==> src/rtl/csa_resolver.sv <==
// Final carry-propagate stage for a carry-save pair: resolves sum + carry
// CHUNK bits per cycle, LSB chunk first, with valid/ready on both sides.
//
// state | meaning
// IDLE  | waiting for an operand pair, in_ready high
// ADD   | resolving one chunk per cycle, chunk carry held in c_q
// DONE  | result presented with out_valid, held until out_ready
module csa_resolver #(
    parameter int WIDTH = 64,
    parameter int CHUNK = 16
) (
    input  logic             clk,
    input  logic             rst_n,
    input  logic             in_valid,
    output logic             in_ready,
    input  logic [WIDTH-1:0] in_sum,
    input  logic [WIDTH-1:0] in_carry,
    output logic             out_valid,
    input  logic             out_ready,
    output logic [WIDTH-1:0] out_result,
    output logic             out_cout,
    output logic             busy
);
    localparam int STEPS = WIDTH / CHUNK;
    localparam int CNT_W = (STEPS > 1) ? $clog2(STEPS) : 1;
    localparam int IDX_W = (WIDTH > 1) ? $clog2(WIDTH) : 1;

    if (WIDTH % CHUNK != 0) begin : g_bad_chunk
        $error("csa_resolver: WIDTH must be a multiple of CHUNK");
    end

    typedef enum logic [1:0] {IDLE, ADD, DONE} state_t;

    state_t           state;
    state_t           state_nxt;
    logic [WIDTH-1:0] sum_q;
    logic [WIDTH-1:0] carry_q;
    logic [WIDTH-1:0] result_q;
    logic [CNT_W-1:0] cnt_q;
    logic             c_q;
    logic             cout_q;
    logic [IDX_W-1:0] base;
    logic [CHUNK:0]   chunk_add;
    logic             last_step;

    // Bit offset of the chunk being resolved this cycle.
    assign base      = IDX_W'(cnt_q) * IDX_W'(CHUNK);
    assign chunk_add = {1'b0, sum_q[base +: CHUNK]} + {1'b0, carry_q[base +: CHUNK]}
                     + (CHUNK+1)'(c_q);
    assign last_step = (cnt_q == CNT_W'(STEPS - 1));

    always_ff @(posedge clk or negedge rst_n) begin
        if (!rst_n) state <= IDLE;
        else        state <= state_nxt;
    end

    always_comb begin
        state_nxt = state;
        unique case (state)
            IDLE:    if (in_valid)  state_nxt = ADD;
            ADD:     if (last_step) state_nxt = DONE;
            DONE:    if (out_ready) state_nxt = IDLE;
            default: state_nxt = IDLE;
        endcase
    end

    always_ff @(posedge clk or negedge rst_n) begin
        if (!rst_n) begin
            sum_q    <= '0;
            carry_q  <= '0;
            result_q <= '0;
            cnt_q    <= '0;
            c_q      <= 1'b0;
            cout_q   <= 1'b0;
        end else begin
            if (state == IDLE && in_valid) begin
                sum_q   <= in_sum;
                carry_q <= in_carry;
                cnt_q   <= '0;
                c_q     <= 1'b0;
            end else if (state == ADD) begin
                result_q[base +: CHUNK] <= chunk_add[CHUNK-1:0];
                c_q                     <= chunk_add[CHUNK];
                cnt_q                   <= cnt_q + CNT_W'(1);
                if (last_step) cout_q <= chunk_add[CHUNK];
            end
        end
    end

    assign in_ready   = (state == IDLE);
    assign out_valid  = (state == DONE);
    assign busy       = (state != IDLE);
    assign out_result = result_q;
    assign out_cout   = cout_q;
endmodule

==> config.mk <==
export PLATFORM = sky130hd
export DESIGN_NAME = csa_resolver
export DESIGN_NICKNAME = d
export VERILOG_FILES = /design/src/rtl/csa_resolver.sv
export SDC_FILE = /design/constraint.sdc
export NUM_CORES = 1
export LEC_CHECK = 0
export CAP_MARGIN = 0
export CORE_MARGIN = 2
export CORE_UTILIZATION = 51
export CTS_CLUSTER_SIZE = 25
export DETAILED_ROUTE_END_ITERATION = 16
export GPL_ROUTABILITY_DRIVEN = 0
export PLACE_DENSITY_LB_ADDON = 0.3
export SETUP_SLACK_MARGIN = 0.2
export SLEW_MARGIN = 10
export SYNTH_ARGS = -nofsm -noshare
export SYNTH_HDL_FRONTEND = slang
export SYNTH_SLANG_ARGS = --single-unit
export TNS_END_PERCENT = 30
==> constraint.sdc <==
create_clock -name clk -period 4.1 [get_ports clk]
set_input_delay 0.82 -clock clk [delete_from_list [all_inputs] [get_ports clk]]
set_output_delay 0.82 -clock clk [all_outputs]
set_load 0.01 [all_outputs]
* After elaboration in Yosys (flattened, before gate mapping)
Cells that the tools add are included.
** Word-level totals
- Flip-flop bits (word level) :: 198
- Latch bits :: 0
- Memory bits (writable) :: 0
- Bits in read-only memories :: 0
- Bits of input ports :: 132
- Output and inout port bits :: 68
- Logic and storage cells :: 38
- Memories :: 0
** Cells by class
- $add $sub $neg :: 4
- $mul :: 0
- Divide/modulo/power cells :: 0
- $lt $le $gt $ge :: 0
- Equal/unequal tests :: 6
- Shift operators :: 4
- Multiplexer cells :: 9
- Bitwise logic cells :: 1
- Reductions and logical operators :: 7
** Operators with widths (count)
- $shiftx 64x7->16 :: 2
- $bwmux 64 :: 1
- $shift 16x8->64 const A :: 1
- $shiftx 16x8->64 :: 1
- $add 16x16->17 :: 1
- $add 17x1->17 :: 1
- $mux 2 :: 5
- $neg 6->8 :: 1
- $pmux 2 s3 :: 1
- $reduce_and 3->1 :: 2
- $eq 2x2->1 const B :: 2
- $ne 2x2->1 const B :: 2
- $reduce_bool 2->1 :: 2
- $add 2x1->2 const B :: 1
- $eq 2x1->1 const B :: 1
- $logic_not 2->1 :: 1
- $mux 1 :: 2
- $ne 2x1->1 const B :: 1
- $reduce_and 2->1 :: 1
- $logic_and 1x1->1 :: 1
- $not 1->1 :: 1

* Depth between registers and ports, before layout
Gate-level depths: netlist of the first run.
- Word-level depth :: 5
- Gate-level depth with buffers :: 12
- Depth with buffers taken out :: 10

* Worst setup path before layout of the first run
Ideal clock, no wire load.
- Path kind :: register to register
- Start :: reg cnt_q[0]
- End :: reg result_q[14] (netlist: out_result[14])
- Setup time :: 0.066 ns
- Arrival :: 3.552 ns
- Data required time :: 4.034 ns
- Path slack :: 0.481 ns
- Cell stages (with the launch flop) :: 13
- Path buffers :: 2
- Period minus slack after synthesis :: 3.619 ns
- Path through :: dfrtp_1 -> clkbuf_1 -> buf_2 -> mux4_2 -> fa_1 -> inv_1 -> fa_1 -> nor2b_1 -> o211ai_2 -> a31oi_1 -> o311a_1 -> nor4b_2 -> a22o_1
** Between the ends
- Word-level cells in the longest chain between the ends :: 5
- Elaborated cells between the ends (all ways) :: 8
- Classes of those cells :: add/sub: 3; shift: 4; mux: 1
** Ends and longest elaborated chain
- start, declared :: line 39 : logic [CNT_W-1:0] cnt_q;
- start signal, assigned :: line 84 : cnt_q <= cnt_q + CNT_W'(1);
- $shiftx 64x7->16 :: line 48 : assign chunk_add = {1'b0, sum_q[base +: CHUNK]} + {1'b0, carry_q[base +: CHUNK]}
- $add 16x16->17 :: line 48
- $add 17x1->17 :: line 49 : + (CHUNK+1)'(c_q);
- $shiftx 16x8->64 :: line 82 : result_q[base +: CHUNK] <= chunk_add[CHUNK-1:0];
- $bwmux 64 * :: line 82
- end signal, assigned by index :: line 82
- end, declared :: line 38 : logic [WIDTH-1:0] result_q;
Every way passes the cells marked *; elsewhere a longest branch is shown, timed or not.
A chain may end at the register's enable or synchronous reset.

* Worst setup path after layout of the first run
- Start :: reg cnt_q[0]
- End :: reg result_q[11] (netlist: out_result[11])
Same word-level chain as after synthesis.

==> results.cfg, run 1 <==
[synth]
synth-seq-cells = 198
synth_area_sq_um = 9030
synth.area.top_cells = dfrtp_1, mux2_2, mux4_2
synth_edf_count = 0
yosysTopAreaCellShare_pct = 54.9
synth_top_cell_by_area = dfrtp_1
async_reset_ff_share_pct = 100
syn_inst = 638
yosysWarnings = 0
syn-num-nets = 793
synth_cell_type_count = 56
ys_seq_area_share_pct = 54.9
avgSynthCellArea_sq_um = 14.2
synth_flop_cell = dfrtp_1

[clock_tree]
clock_sinks = 198
cts_root_buf = clkbuf_16
numCtsBuffers = 17
postCtsSetupBuffers = 0
path_clk_slew_ns = 0.07
cts_resized = 0
ctsHoldBuffers = 0
htree_levels = 4
clock_latency_ns = 0.43
clk_path_buf_depth = 2
tritoncts = built

[worst_hold_path]
hold_path.class = reg2reg
holdPathStages = 2
hold_end = out_result[34]$_DFFE_PN0P_
min_from = out_result[34]$_DFFE_PN0P_

[timing]
skew_ns = 0.0113
period_share_pct = 84.6
max_freq_mhz = 288
min_period_ns = 3.47
setup_viol = 0
worst_pin_slew_ns = 0.921
fin_tns_setup_ns = 0
slew_violations = 0
rsz0062_at_grt = false
hold_violations = 0
slew_headroom_pct = 38.6

[critical_path]
required_ns = 4.40
end_kind = flip-flop
arrival_ns = 3.77
rrSetupSlack_ns = 0.63
r2r_end = out_result[11]$_DFFE_PN0P_
worstSetupStartpointType = flip-flop
critPathKind = reg2reg
worstPathBufferInverterCount = 1
path_cells = buf_4, mux4_2, ha_1, a21oi_1, nand2_1, o211a_1, or3_1, a21oi_1, o21ai_1
r2r_cells = 9
path_delay_family = compound AO/OA/AOI/OAI gates
r2r-start = cnt_q[0]$_DFFE_PN0P_
cpMostUsedCell = a21oi_1
slowest_delay_ns = 0.55
cp_max_fo = 13
crit_slowest_cell = mux4_2

[power]
clkPwrFrac_pct = 13.8
p_leak_nw = 4.99
p_int_mw = 6.94
share_seq_of_total_power_pct = 28.1
vdd_drop_max_mv = 0.483
p_per_area_nw_per_um2 = 1010
p_sw_mw = 4.99
p_comb_share_pct = 58.1
p_sw_share_pct = 41.8

[routing]
wl_per_cell_um = 20.1
wl_met2_um = 10400
wl_met1_um = 9560
postRouteAntennaNets = 0
dr.pass1.iters = 5
vias = 6237
dr.max_layer_used = met4
dr_wl_met3_um = 1250
drt_iter0_markers = 438
drc = 0
vias_per_cell = 5.81
wl_um = 21500

[cells_and_area]
multi_input_area_sq_um = 3890
fin_util_pct = 68.6
fillers = 1165
final_nets = 990
syn2layout_area_growth_pct = 31.4
finalInstanceArea_sq_um = 11900
regArea_sq_um = 4960
layout-drive-gt1-share_pct = 25.4
diodes = 0
mostFrequentLayoutCells = clkdlybuf4s50_1, dfrtp_1, mux2_2
final_common_cell = clkdlybuf4s50_1

[run_status]
run_status = complete, no violations

[grt]
overflow = 0
antenna_found_initial = 0
track_usage_pct = 24.2
grt_pass1_vias = 6327
grt_first_pass_wirelength_um = 34400
grt_max_degree = 117

[die]
die_y_um = 137
core.rowCount = 48
start_util_pct = 52.2
die_x_um = 137
core_sq_um = 17300
floorplan.die_area_sq_um = 18800
pin_count = 200

[placed_design]
place_area_sq_um = 11300
dpl.hpwl_um = 16000
port_buffers = 199

[run]
cap_violations = 0
[stage by stage]
stage	cells	power (mW)	hold WS, ns	setup slack [ns]
6_report	1073	11.9	0.488	0.630
5_1_grt	1073	12.7	0.520	0.439
4_1_cts	1073	11.9	0.491	0.644
3_5_place_dp	1041	10.2	0.476	0.702
3_3_place_gp	1041	9.94	0.462	0.783
2_1_floorplan	638	8.09	0.470	0.481
[cell usage after synthesis (2+ instances only)]
| cell type | count |
|---|---|
| clkbuf_1 | 14 |
| nand2_1 | 36 |
| fa_1 | 2 |
| o41ai_1 | 2 |
| a21o_1 | 4 |
| o21bai_1 | 2 |
| nand4_1 | 3 |
| a21oi_1 | 11 |
| nor2_1 | 12 |
| o211ai_1 | 3 |
| buf_2 | 17 |
| xnor2_1 | 8 |
| mux2_2 | 128 |
| or3_1 | 2 |
| dfrtp_1 | 198 |
| nor2b_1 | 8 |
| and3_1 | 5 |
| nand3_1 | 3 |
| a22o_1 | 46 |
| o21ai_1 | 15 |
| and3_2 | 2 |
| nor3_1 | 4 |
| nand2b_1 | 6 |
| inv_1 | 11 |
| mux4_2 | 32 |
| o21ai_0 | 13 |
| a31oi_1 | 2 |
| ha_1 | 21 |
[cell type report]
type	instances	share of cell area (%)
inverter	11	0.348
multi-input combinational	397	32.8
clock buffer	19	3.65
clock inverter	13	1.24
timing repair buffer	210	17.8
sequential	198	41.8
tap	225	2.37
[tightest hold or removal path, stage by stage (launching register included)]
cell,delay [ns]
dfrtp_1,0.35
nand2_1,0.05
o21ai_0,0.06
[kinds of logic (layout without fill, tap and decap cells)]
group / count (synthesis) / count (layout) / share of synthesized area, %
flip-flops: 198 / 198 / 54.9
buffers and inverters: 43 / 253 / 2.11
adder cells (fa/ha/maj): 23 / 23 / 3.35
AO/OA/AOI/OAI: 112 / 112 / 9.28
XOR/XNOR: 10 / 10 / 1.18
multiplexers: 160 / 160 / 23.9
AND/OR/NAND/NOR: 92 / 92 / 5.28
[per-layer routing]
layer  global-route usage, %  vias to the layer above
met3                    4.63                       25
li1                        -                     2790
met1                    34.8                     3166
met2                    38.3                      256
met5                       0                        -
met4                    6.30                        0
[registers in the layout, summed over array words and instances (netlist names)]
| name | count |
|---|---|
| out_cout | 1 |
| sum_q | 64 |
| out_result | 64 |
| cnt_q | 2 |
| state | 2 |
| c_q | 1 |
| carry_q | 64 |
[worst max path at each step]
stage / start / end / slack (ns) / cells past startpoint
CTS: cnt_q[0]$_DFFE_PN0P_ / out_result[11]$_DFFE_PN0P_ / 0.64 / 9
finish: cnt_q[0]$_DFFE_PN0P_ / out_result[11]$_DFFE_PN0P_ / 0.63 / 9
global placement: cnt_q[0]$_DFFE_PN0P_ / out_result[27]$_DFFE_PN0P_ / 0.78 / 9
floorplan: cnt_q[0]$_DFFE_PN0P_ / out_result[14]$_DFFE_PN0P_ / 0.48 / 12
detailed placement: cnt_q[0]$_DFFE_PN0P_ / out_result[43]$_DFFE_PN0P_ / 0.70 / 9
global route: cnt_q[0]$_DFFE_PN0P_ / out_result[11]$_DFFE_PN0P_ / 0.44 / 9
[power by group through the flow]
stage	logic (mW)	clock network, mW	registers [mW]
2_1_floorplan	4.87	0	3.22
3_3_place_gp	6.61	0	3.33
3_5_place_dp	6.85	0	3.39
4_1_cts	6.90	1.67	3.35
5_1_grt	7.50	1.77	3.45
6_report	6.93	1.65	3.36
Power figures use the tool's default switching activity.
==> run 2, diff against run 1 <==
==> constraint.sdc (replaced) <==
create_clock -name clk -period 3.2 [get_ports clk]
set_input_delay 0.64 -clock clk [delete_from_list [all_inputs] [get_ports clk]]
set_output_delay 0.64 -clock clk [all_outputs]
set_load 0.01 [all_outputs]
==> run 2 against run 1 <==
  * Final cell count is 1.9% higher
  * Non-clock buffer count is 21 higher
  * Power is 38% higher
  * Clock-buffer cell count is 4 higher
  * Design area is 3.0% higher
  * Register-to-register slack worse by 0.50 ns
  * Sequential share of layout area is 1.2 points lower
  * Worst hold slack worse by 0.38 ns
  * Maximum frequency is 13% higher
  * Clock power is 21% higher
==> results.cfg, run 2 (synthesized netlist as in run 1, its figures left out) <==
[run_status]
run_status = complete, no violations

[clock_tree]
clk_path_buf_depth = 2
ctsHoldBuffers = 0
tritoncts = built
clock_latency_ns = 0.44
cts_root_buf = clkbuf_16
clock_sinks = 198
htree_levels = 4
path_clk_slew_ns = 0.07
numCtsBuffers = 17

[run]
cap_violations = 0

[grt]
grt_max_degree = 85
track_usage_pct = 24.4
grt_pass1_vias = 6503
overflow = 0
antenna_found_initial = 0
grt_first_pass_wirelength_um = 34500

[routing]
vias = 6370
drc = 0
postRouteAntennaNets = 0
wl_per_cell_um = 20.1
wl_um = 22000
dr.pass1.iters = 5
drt_iter0_markers = 467
vias_per_cell = 5.83

[timing]
max_freq_mhz = 326
hold_violations = 0
rsz0062_at_grt = true
slew_violations = 0
skew_ns = 0.0199
timing.hold.ws_ns = 0.104
fin_tns_setup_ns = 0
setup_viol = 0
worst_pin_slew_ns = 0.724
slew_headroom_pct = 51.6
period_share_pct = 95.9
min_period_ns = 3.07

[critical_path]
cp-endpoint = out_result[45]$_DFFE_PN0P_
critPathKind = reg2reg
r2r_end = out_result[45]$_DFFE_PN0P_
r2r_cells = 10
path_delay_family = compound AO/OA/AOI/OAI gates
slowest_delay_ns = 0.53
worstPathBufferInverterCount = 2
worstSetupStartpointType = flip-flop
required_ns = 3.56
r2r-start = cnt_q[0]$_DFFE_PN0P_
arrival_ns = 3.43
crit_slowest_cell = mux4_2
end_kind = flip-flop
cp.depth = 10
rrSetupSlack_ns = 0.13
startpoint = cnt_q[0]$_DFFE_PN0P_
cp_max_fo = 10
path_cells = buf_12, buf_12, mux4_2, ha_1, nand2_1, o21ai_1, nand2_1, a311o_1, and3_1, o21ai_1

[placed_design]
dpl.hpwl_um = 16300
port_buffers = 199

[die]
die_y_um = 137
die_x_um = 137
pin_count = 200
start_util_pct = 52.2
core.rowCount = 48
floorplan.die_area_sq_um = 18800
core_sq_um = 17300

[cells_and_area]
final_nets = 1011
mostFrequentLayoutCells = clkdlybuf4s50_1, dfrtp_1, mux2_2
syn2layout_area_growth_pct = 35.3
final_common_cell = clkdlybuf4s50_1
diodes = 0
layout-drive-gt1-share_pct = 29.4

[worst_hold_path]
hold_path.class = in2async

[power]
vdd_drop_max_mv = 0.883
p_per_area_nw_per_um2 = 1340
p_leak_nw = 5.14
[run 2: repair_timing]
action,4_1_cts,5_1_grt
gates cloned,1,0
setup endpoints to repair,37,37
pin swaps,1,4
hold endpoints to repair,0,0
setup buffers,6,1
gates resized for setup,8,8
[run 2: worst min path at each step]
stage / start / endpoint
CTS: rst_n / out_result[33]$_DFFE_PN0P_
global placement: out_result[2]$_DFFE_PN0P_ / out_result[2]$_DFFE_PN0P_
detailed placement: out_result[31]$_DFFE_PN0P_ / out_result[31]$_DFFE_PN0P_
floorplan: rst_n / c_q$_DFFE_PN0P_
global route: rst_n / out_result[17]$_DFFE_PN0P_
finish: rst_n / out_result[17]$_DFFE_PN0P_
[run 2: power by group]
group	leakage (nW)	switching, mW	internal (mW)
combinational	2.42	5.14	5.03
sequential	2.46	0.646	3.61
clock	0.266	0.936	1.07
total	5.14	6.72	9.70
[run 2: area by class of cell]
type / count / area (sq um)
clock inverter: 8 / 67.6
fill: 1133 / 5080
inverter: 11 / 41.3
clock buffer: 23 / 478
timing repair buffer: 231 / 2350
sequential: 198 / 4960
multi-input combinational: 397 / 4040
tap: 225 / 282
[run 2: routing by layer]
layer | routed length, um | track usage [%]
met2 | 10500 | 38.6
met5 | 0 | 0
met4 | 380 | 6.76
met1 | 9570 | 33.9
met3 | 1500 | 5.78
[run 2: metrics by stage]
stage	power [mW]	cells	utilization, %	cell area [sq um]	setup slack [ns]
after global routing	17.4	1093	70.6	12200	0.0178
final	16.4	1093	70.6	12200	0.132
after global placement	13.4	1054	66.3	11500	0.122
after detailed placement	13.7	1054	66.3	11500	0.0832
after CTS	16.1	1092	70.3	12200	0.140
after floorplan	10.7	638	-	9120	0.136
==> run 3, diff against run 2 <==
==> constraint.sdc (replaced) <==
create_clock -name clk -period 3.2 [get_ports clk]
set_input_delay 0.64 -clock clk [delete_from_list [all_inputs] [get_ports clk]]
set_output_delay 0.64 -clock clk [all_outputs]
set_load 0.1 [all_outputs]
==> run 3 against run 2 <==
  * Routed wire length is 2.4% higher
  * Global-route usage is 0.12 points lower
  * Register-to-register slack gained 0.03 ns
  * Die area is the same
  * Maximum frequency is 0.96% higher
  * Worst hold slack better by 0.19 ns
  * Largest cell class unchanged
  * Design area increased by 0.59%
  * First-iteration DRC count is 9.2% higher
==> results.cfg, run 3 (synthesized netlist as in run 1, its figures left out) <==
[run_status]
run_status = complete, no violations

[critical_path]
path_cells = buf_12, buf_4, mux4_2, ha_4, and2_4, a22o_1, or4_4, o21a_4, xnor2_4, a22o_1
worstPathBufferInverterCount = 2
cp_max_fo = 5
required_ns = 3.51
crit_slowest_cell = mux4_2
cpMostUsedCell = a22o_1
r2r_end = out_result[60]$_DFFE_PN0P_
end_kind = flip-flop
slowest_delay_ns = 0.56
critPathKind = reg2reg
r2r-start = cnt_q[0]$_DFFE_PN0P_
r2r_cells = 10
path_delay_family = compound AO/OA/AOI/OAI gates
worstSetupStartpointType = flip-flop
rrSetupSlack_ns = 0.16
arrival_ns = 3.35

[timing]
slew_headroom_pct = 49.0
skew_ns = 0.00884
hold_violations = 0
rsz0062_at_grt = true
worst_pin_slew_ns = 0.764
period_share_pct = 95.0
max_freq_mhz = 329
timing.hold.ws_ns = 0.295
fin_tns_setup_ns = 0
slew_violations = 0
setup_viol = 0
min_period_ns = 3.04

[routing]
wl_um = 22500
dr.pass1.iters = 4
drc = 0
vias = 6430
drt_iter0_markers = 510
postRouteAntennaNets = 0
wl_per_cell_um = 20.4
vias_per_cell = 5.84

[die]
floorplan.die_area_sq_um = 18800
pin_count = 200
core.rowCount = 48
die_y_um = 137
core_sq_um = 17300
die_x_um = 137
start_util_pct = 52.2

[grt]
grt_first_pass_wirelength_um = 34300
grt_pass1_vias = 6482
grt_use_met1_pct = 33.9
grtUsageMet2_pct = 38.7
grt_max_degree = 97
track_usage_pct = 24.3
overflow = 0
antenna_found_initial = 1
grt-busiest-layer = met2
met3_usage_pct = 5.15

[clock_tree]
cts_root_buf = clkbuf_16
clock_sinks = 198
numCtsBuffers = 17
clock_latency_ns = 0.43
clk_path_buf_depth = 2
ctsHoldBuffers = 0
tritoncts = built
path_clk_slew_ns = 0.07
htree_levels = 4

[cells_and_area]
mostFrequentLayoutCells = dfrtp_1, clkdlybuf4s50_1, mux2_2
diodes = 0
layout-drive-gt1-share_pct = 39.2
final_common_cell = dfrtp_1
syn2layout_area_growth_pct = 36.1
final_nets = 1018

[placed_design]
port_buffers = 199
dpl.hpwl_um = 16200

[worst_hold_path]
hold_path.class = in2async

[run]
cap_violations = 0
## run 3: timing repair
action | 4_1_cts | 5_1_grt
pin swaps | 4 | 14
endpoints found under the setup margin | 25 | 39
gates resized for setup | 6 | 31
setup buffers | 7 | 5
gates cloned | 0 | 1
## run 3: cell type report
cell class / count / area, sq um
repair buffers: 238 / 2260
multi-input cells: 397 / 4130
clock inverters: 13 / 165
flip-flops and latches: 198 / 4960
inverters: 11 / 41.3
well taps: 225 / 282
fillers: 1153 / 5010
clock buffers: 19 / 453
## run 3: metrics by stage
stage,utilization [%],area (sq um),instances,worst slack [ns]
3_5_place_dp,65.5,11300,1056,0.0465
5_1_grt,71.0,12300,1101,0.0197
4_1_cts,69.7,12000,1095,0.148
2_1_floorplan,-,9120,638,0.135
3_3_place_gp,65.5,11300,1056,0.0776
6_report,71.0,12300,1101,0.161
## run 3: worst max path at each step
stage | startpoint | to | cells past startpoint
global route | cnt_q[0]$_DFFE_PN0P_ | out_result[24]$_DFFE_PN0P_ | 11
finish | cnt_q[0]$_DFFE_PN0P_ | out_result[60]$_DFFE_PN0P_ | 10
floorplan | cnt_q[0]$_DFFE_PN0P_ | out_result[12]$_DFFE_PN0P_ | 11
global placement | cnt_q[0]$_DFFE_PN0P_ | out_result[43]$_DFFE_PN0P_ | 10
CTS | cnt_q[0]$_DFFE_PN0P_ | out_result[46]$_DFFE_PN0P_ | 11
detailed placement | cnt_q[0]$_DFFE_PN0P_ | out_result[43]$_DFFE_PN0P_ | 10
## run 3: layer usage
metal | wire length, um | vias to the layer above
li1 | - | 2835
met1 | 9740 | 3264
met2 | 10900 | 286
met3 | 1400 | 45
met4 | 486 | 0
met5 | 0 | -
Power of run 3 is left out: the tool's default activity adds up to more than one toggle a clock period on the data nets, which glitch-free logic cannot reach.
